`src/rtl/ov7670_cfg_pkg.sv`:
```
// Shared types and constants for the OV7670 SCCB configuration sequencer.
package ov7670_cfg_pkg;

  typedef enum logic [2:0] {
    IDLE,
    LOAD,
    START,
    BITS,
    STOP,
    GAP,
    DELAY,
    DONE
  } state_t;

  // Table markers: an entry with these values is never sent to the sensor.
  localparam logic [15:0] END_MARK     = 16'hFFFF;
  localparam logic [15:0] DELAY_MARK   = 16'hFFF0;

  // OV7670 write address (7-bit id 0x21 plus the write bit).
  localparam logic [7:0]  SCCB_WR_ADDR = 8'h42;

  // Three bytes, each 8 data bits followed by one don't-care slot.
  localparam int          BITS_PER_TXN = 27;

  // Highest table index; the walk stops here even without an end marker.
  localparam logic [7:0]  LAST_INDEX   = 8'hFF;

  // True for the ninth slot of each byte, where the camera may drive an ACK.
  function automatic logic is_dc_slot(input logic [4:0] slot);
    return (slot == 5'd8) || (slot == 5'd17) || (slot == 5'd26);
  endfunction

endpackage

```
`src/rtl/ov7670_reg_rom.sv`:
```
// Power-up register table for the OV7670: RGB565 output at QVGA resolution.
// Each entry is {register address, value}; markers are defined in the package.
module ov7670_reg_rom
  import ov7670_cfg_pkg::*;
(
  input  logic [7:0]  idx,
  output logic [15:0] entry
);

  // Table lookup; anything past the last entry reads as the end marker.
  always_comb begin
    // NOTE: a default before the case keeps every path assigned, so no latch is inferred.
    entry = END_MARK;
    case (idx)
      8'd0:  entry = 16'h1280;    // COM7: soft reset of all registers
      8'd1:  entry = DELAY_MARK;  // let the sensor settle after the reset
      8'd2:  entry = 16'h1214;    // COM7: QVGA, RGB output
      8'd3:  entry = 16'h40D0;    // COM15: full range, RGB565
      8'd4:  entry = 16'h8C00;    // RGB444: disabled
      8'd5:  entry = 16'h1101;    // CLKRC: internal clock prescaler
      8'd6:  entry = 16'h0C04;    // COM3: enable downsample/crop
      8'd7:  entry = 16'h3E19;    // COM14: PCLK divider for QVGA
      8'd8:  entry = 16'h7211;    // SCALING_DCWCTR
      8'd9:  entry = 16'h73F1;    // SCALING_PCLK_DIV
      8'd10: entry = 16'h1716;    // HSTART
      8'd11: entry = 16'h1804;    // HSTOP
      8'd12: entry = 16'h32A4;    // HREF edge offsets
      8'd13: entry = 16'h1902;    // VSTART
      8'd14: entry = 16'h1A7A;    // VSTOP
      8'd15: entry = 16'h030A;    // VREF edge offsets
      8'd16: entry = 16'h3A04;    // TSLB: output byte order
      8'd17: entry = 16'h3DC8;    // COM13: gamma and UV saturation
      8'd18: entry = 16'h1500;    // COM10: default sync polarities
      8'd19: entry = END_MARK;
      default: entry = END_MARK;
    endcase
  end

endmodule

```
`src/rtl/ov7670_sccb_config.sv`:
```
// OV7670 configuration sequencer: walks the register table and sends each
// entry as an SCCB 3-phase write (device address, register, value).
// Line levels are registered so sioc/siod never glitch between quarters.
module ov7670_sccb_config
  import ov7670_cfg_pkg::*;
#(
  parameter int SYS_CLK_HZ   = 100_000_000,
  parameter int SCCB_HZ      = 100_000,
  parameter int DELAY_CYCLES = 1_000_000,
  parameter bit AUTO_START   = 1'b1
) (
  input  logic       clk,
  input  logic       reset,
  input  logic       start,
  output logic       busy,
  output logic       done,
  output logic [7:0] reg_index,
  output logic       sioc,
  output logic       siod_out,
  output logic       siod_oe
);

  // Quarter-bit period in system clocks; must be at least 2.
  localparam int TICK_DIV = SYS_CLK_HZ / (4 * SCCB_HZ);
  localparam int QW       = (TICK_DIV > 1) ? $clog2(TICK_DIV) : 1;
  localparam int DW       = (DELAY_CYCLES > 1) ? $clog2(DELAY_CYCLES) : 1;

  state_t          state, state_nx;
  logic [QW-1:0]   qcnt;
  logic [1:0]      phase;
  logic [4:0]      slot;
  logic [23:0]     shreg;
  logic [DW-1:0]   delay_cnt;
  logic            auto_pending;
  logic [15:0]     entry;
  logic            tick, last_q, quarter_run, start_ok, delay_end;
  logic            sioc_nx, siod_nx, oe_nx;

  ov7670_reg_rom u_rom (
    .idx   (reg_index),
    .entry (entry)
  );

  assign tick        = (qcnt == QW'(TICK_DIV - 1));
  assign last_q      = tick && (phase == 2'd3);
  assign quarter_run = state inside {START, BITS, STOP, GAP};
  assign start_ok    = (start || auto_pending) && ((state == IDLE) || (state == DONE));
  assign delay_end   = (delay_cnt == DW'(DELAY_CYCLES - 1));
  assign busy        = (state != IDLE) && (state != DONE);
  assign done        = (state == DONE);

  // FSM state register.
  always_ff @(posedge clk) begin
    if (reset) state <= IDLE;
    else       state <= state_nx;
  end

  // Next-state decode: one quarter-bit phase cycle per START/STOP/GAP, 27 in BITS.
  always_comb begin
    state_nx = state;
    case (state)
      IDLE, DONE: if (start_ok) state_nx = LOAD;
      LOAD: begin
        if ((entry == END_MARK) || (reg_index == LAST_INDEX)) state_nx = DONE;
        else if (entry == DELAY_MARK)                          state_nx = DELAY;
        else                                                   state_nx = START;
      end
      START: if (last_q) state_nx = BITS;
      BITS:  if (last_q && (slot == 5'(BITS_PER_TXN - 1))) state_nx = STOP;
      STOP:  if (last_q) state_nx = GAP;
      GAP:   if (last_q) state_nx = LOAD;
      DELAY: if (delay_end) state_nx = LOAD;
      default: state_nx = IDLE;
    endcase
  end

  // Line levels for the current quarter; everything outside a frame idles high.
  always_comb begin
    sioc_nx = 1'b1;
    siod_nx = 1'b1;
    oe_nx   = 1'b1;
    case (state)
      START: begin
        sioc_nx = ~phase[1];
        siod_nx = (phase == 2'd0);
      end
      BITS: begin
        sioc_nx = (phase == 2'd1) || (phase == 2'd2);
        if (is_dc_slot(slot)) oe_nx   = 1'b0;
        else                  siod_nx = shreg[23];
      end
      STOP: begin
        sioc_nx = (phase != 2'd0);
        siod_nx = phase[1];
      end
      default: ;
    endcase
  end

  // Divider, bit/slot counters, shift register, table index and registered pads.
  always_ff @(posedge clk) begin
    if (reset) begin
      qcnt         <= '0;
      phase        <= 2'd0;
      slot         <= 5'd0;
      shreg        <= '0;
      delay_cnt    <= '0;
      reg_index    <= 8'd0;
      auto_pending <= AUTO_START;
      sioc         <= 1'b1;
      siod_out     <= 1'b1;
      siod_oe      <= 1'b1;
    end else begin
      // NOTE: non-blocking assignments here so every register samples pre-edge values.
      auto_pending <= 1'b0;
      sioc         <= sioc_nx;
      siod_out     <= siod_nx;
      siod_oe      <= oe_nx;

      // Quarter divider only runs inside a frame; LOAD re-aligns it for START.
      if (quarter_run) begin
        if (tick) begin
          qcnt  <= '0;
          phase <= phase + 2'd1;
        end else begin
          qcnt  <= qcnt + QW'(1);
        end
      end else begin
        qcnt  <= '0;
        phase <= 2'd0;
      end

      if (state == LOAD) begin
        shreg <= {SCCB_WR_ADDR, entry};
        slot  <= 5'd0;
      end else if ((state == BITS) && last_q) begin
        slot <= slot + 5'd1;
        if (!is_dc_slot(slot)) shreg <= {shreg[22:0], 1'b0};
      end

      if (state == DELAY) delay_cnt <= delay_cnt + DW'(1);
      else                delay_cnt <= '0;

      if (start_ok)
        reg_index <= 8'd0;
      else if (((state == GAP) && last_q) || ((state == DELAY) && delay_end))
        reg_index <= reg_index + 8'd1;
    end
  end

endmodule

```
`config.mk`:
```
export PLATFORM = sky130hd
export DESIGN_NAME = ov7670_sccb_config
export DESIGN_NICKNAME = d
export VERILOG_FILES = /design/src/rtl/ov7670_cfg_pkg.sv /design/src/rtl/ov7670_reg_rom.sv /design/src/rtl/ov7670_sccb_config.sv
export SDC_FILE = /design/constraint.sdc
export NUM_CORES = 1
export LEC_CHECK = 0
export CAP_MARGIN = 5
export CORE_AREA = 2 2 110 112
export CTS_CLUSTER_DIAMETER = 120
export DETAILED_ROUTE_END_ITERATION = 12
export DIE_AREA = 0 0 112 114
export MAX_ROUTING_LAYER = met4
export PLACE_DENSITY_LB_ADDON = 0.3
export SKIP_LAST_GASP = 1
export SLEW_MARGIN = 25
export SYNTH_ARGS = -nofsm -noshare
export SYNTH_HDL_FRONTEND = slang
export SYNTH_SLANG_ARGS = --single-unit
```
`constraint.sdc`:
```
create_clock -name clk -period 3.85 [get_ports clk]
set_clock_uncertainty 0.15 [all_clocks]
set_input_delay 0.77 -clock clk [delete_from_list [all_inputs] [get_ports clk]]
set_output_delay 0.77 -clock clk [all_outputs]
set_load 0.005 [all_outputs]
```
==> results.md <==
- Outcome: complete, no violations
- Router iterations before antenna repair: 5
- P&R area growth vs syn: 13.06%
- Leakage: 0.001808 uW
- Setup CP Type: reg -> reg
- Least-Margin Pin Slew: 764.9 ps
- Yosys warnings: 0
- Hold-fix buffers, CTS: 0
- Number of synthesized flops with an enable pin: 0
- Grt met1 use: 21.27%
- RSZ-0062 raised after global routing: false
- Part of the Yosys area used for sequential elements: 39.42%
- Cells after synthesis: 544
- Clock network fraction of design power: 39.5%
- Pint: 1798 uW
- Post-CTS sizing: 0
- Routed Antenna Nets: 0
- DIE AREA: 12,770 um2
- First-pass GRT wire length: 17,110 um
- M3 GR Usage: 3.719%
- R2R Setup Slk: 650 ps
- Primary FF master, synth: dfxtp_1
- Post-layout min period: 3204 ps
- Part of the cycle the worst path needs: 83.23%
- Worst EP required: 3940 ps
- Die Y: 114 um
- Core Region: 11,710 um2
- Post-synth top area share: 39.42%
- Synth Register Bits: 90
- FF-to-FF Start: delay_cnt[0]$_SDFF_PP0_
- Vias per cell: 5.362
- CP Data Arrival Time: 3290 ps
- Die width: 112 um
- Area contributors post-synth: dfxtp_1 39%, nand2_1 6.9%, nor2_1 6.9%
- ANT cells: 0
- Power share of the sequential group: 44.5%
- Clock tree buffer depth: 2
- Initial antenna violation count: 0
- GP Congestion: 0.8741
- Max Cap Violations: 0
- Via count: 3,780
- Fillcell total: 1,194
- All-layer global routing usage: 16.58%
- Clock Sinks: 90
- Comb pwr share: 15.9%
- Setup TNS: 0 ps
- Largest net degree at the start of global routing: 29
- Hold Path Class: reg -> reg
- Layout Nets: 574
- CP Launch Point: delay_cnt[0]$_SDFF_PP0_
- Site Rows: 40
- Slew Limit Fails: 0
- Vias in the first global route: 3,608
- # setup viols final: 0
- R2r worst-path depth: 10
- Hold Vio Cnt, Final: 0
- Relative slew slack: 48.88%
- Crit. End Element: flip-flop
- Initial detailed-routing violation count: 153
- Worst-skew pair later-pin latency: 340 ps
- Share of flip-flops with an asynchronous set or reset: 0%
- Switching share of power: 27.28%
- Post-synth top area cell: dfxtp_1
- Synth unique cells: 65
- Sw power: 674.4 uW
- DRC errors left: 0
- Synthesized cell area: 4571 um2
- Pwr Density: 478.4 nW/um2
- GRT busiest layer: met2
- H-Tree Level Count: 3
- I/O pin total: 16
- Share of cells above drive strength 1: 7.885%
- Tot Pwr: 2472 uW
- CTS clk-pin slew, worst paths: 60 ps
- Final HPWL DP: 6895 um
- TritonCTS Buffers: 9
- Input/output buffers: 15
- CTS tree: built
- Routed wire length: 9747 um
- Startpoint Class: flip-flop
- Critical Path Fanout Max: 7
- Grt ovf: 0
- Fmax: 312.1 MHz
- Average wire per standard cell: 13.83 um
- Syn nets: 565
- Worst vdd ir: 0.2017 mV
- GR Util met2: 26.18%
- Starting Density: 39.03%
- Clock root buffer master: clkbuf_16
- Setup Buffers After CTS: 0
- Syn Area/Cell: 8.402 um2
## cells by family after synthesis
kind of cell	after synthesis	synth area share, %
AO/OA/AOI/OAI	89	14.62
adder cells (fa/ha/maj)	18	4.928
multiplexers	12	2.929
buffers and inverters	46	5.064
XOR/XNOR	37	7.090
AND/OR/NAND/NOR	252	25.95
flip-flops	90	39.42
## cell usage after synthesis, types with 3 or more instances
cell type,count
a221oi_1,4
or3_1,5
xnor2_1,15
nor2_1,84
a21oi_1,16
nor3_1,11
nand2_1,84
a311oi_1,15
nor4_1,4
nand4_1,12
dfxtp_1,90
nand4b_1,4
a22oi_1,5
ha_1,18
nand3_1,14
nand2b_1,7
a32oi_1,4
o21ai_0,9
and3_1,4
a31oi_1,9
xor2_1,22
a21o_1,3
mux2i_1,10
inv_1,17
buf_6,3
o22ai_1,5
clkbuf_1,18
and2_1,3
## critical path: stages (launching register included)
cell      delay [ps]
dfxtp_1          380
ha_1             210
nand3_1          210
nor2_1           380
a41oi_4          250
mux2i_1          190
nand2b_1         270
inv_1            190
ha_1             320
or3_1            390
a21o_1           160
## cell usage in the layout, fill, tap and decap left out, drive strengths merged, types with 11 or more instances in the layout
cell type      instances
nand2                 84
nand4                 12
a21oi                 16
o21ai                 11
nor2                  86
a311oi                15
xnor2                 15
nand3                 14
ha                    18
mux2i                 11
dfxtp                 90
nor3                  12
xor2                  22
inv                   19
clkbuf                12
clkdlybuf4s50         15
## power by group through the flow
stage,logic (uW),clock network (uW),registers [uW]
2_1_floorplan,326,0,1080
3_3_place_gp,382,0,1120
3_5_place_dp,393,0,1120
4_1_cts,394,999,1100
5_1_grt,452,1030,1110
6_report,394,977,1100
## routing by layer
metal	vias to the layer above	wire (um)	share of wire, %
met5	-	0	0
met4	0	148	1.5
met3	11	369	3.8
met2	73	4507	46
met1	1785	4720	48
li1	1911	-	-
## final cells by class
cell class	instances	area (um2)	share of cell area, %
Multi-Input combinational cell	408	2542	49.20
Inverter	20	82.58	1.598
Timing Repair Buffer	24	217.7	4.213
Sequential cell	90	1802	34.87
Clock inverter	4	72.57	1.404
Clock buffer	12	266.5	5.157
Tap cell	147	183.9	3.559
## worst min-delay path by stage
stage | from | to | slack, ps | depth (start not counted)
6_report | shreg[20]$_SDFFE_PP0P_ | shreg[21]$_SDFFE_PP0P_ | 300 | 2
5_1_grt | shreg[18]$_SDFFE_PP0P_ | shreg[19]$_SDFFE_PP0P_ | 320 | 2
2_1_floorplan | delay_cnt[0]$_SDFF_PP0_ | delay_cnt[0]$_SDFF_PP0_ | 280 | 1
3_5_place_dp | shreg[20]$_SDFFE_PP0P_ | shreg[21]$_SDFFE_PP0P_ | 300 | 2
4_1_cts | shreg[18]$_SDFFE_PP0P_ | shreg[19]$_SDFFE_PP0P_ | 300 | 2
3_3_place_gp | delay_cnt[0]$_SDFF_PP0_ | delay_cnt[0]$_SDFF_PP0_ | 280 | 1
## metrics by stage
stage	cells	util [%]	hold WS, ps	setup slack, ps	cell area [um2]
6_report	705	44.12	298.8	645.5	5167
2_1_floorplan	544	-	276.1	808.8	4571
3_3_place_gp	689	41.23	283.9	594.0	4828
3_5_place_dp	689	41.23	295.7	543.5	4828
5_1_grt	705	44.12	321.9	341.4	5167
4_1_cts	705	44.12	303.3	661.7	5167
Power figures use the tool's default switching activity.
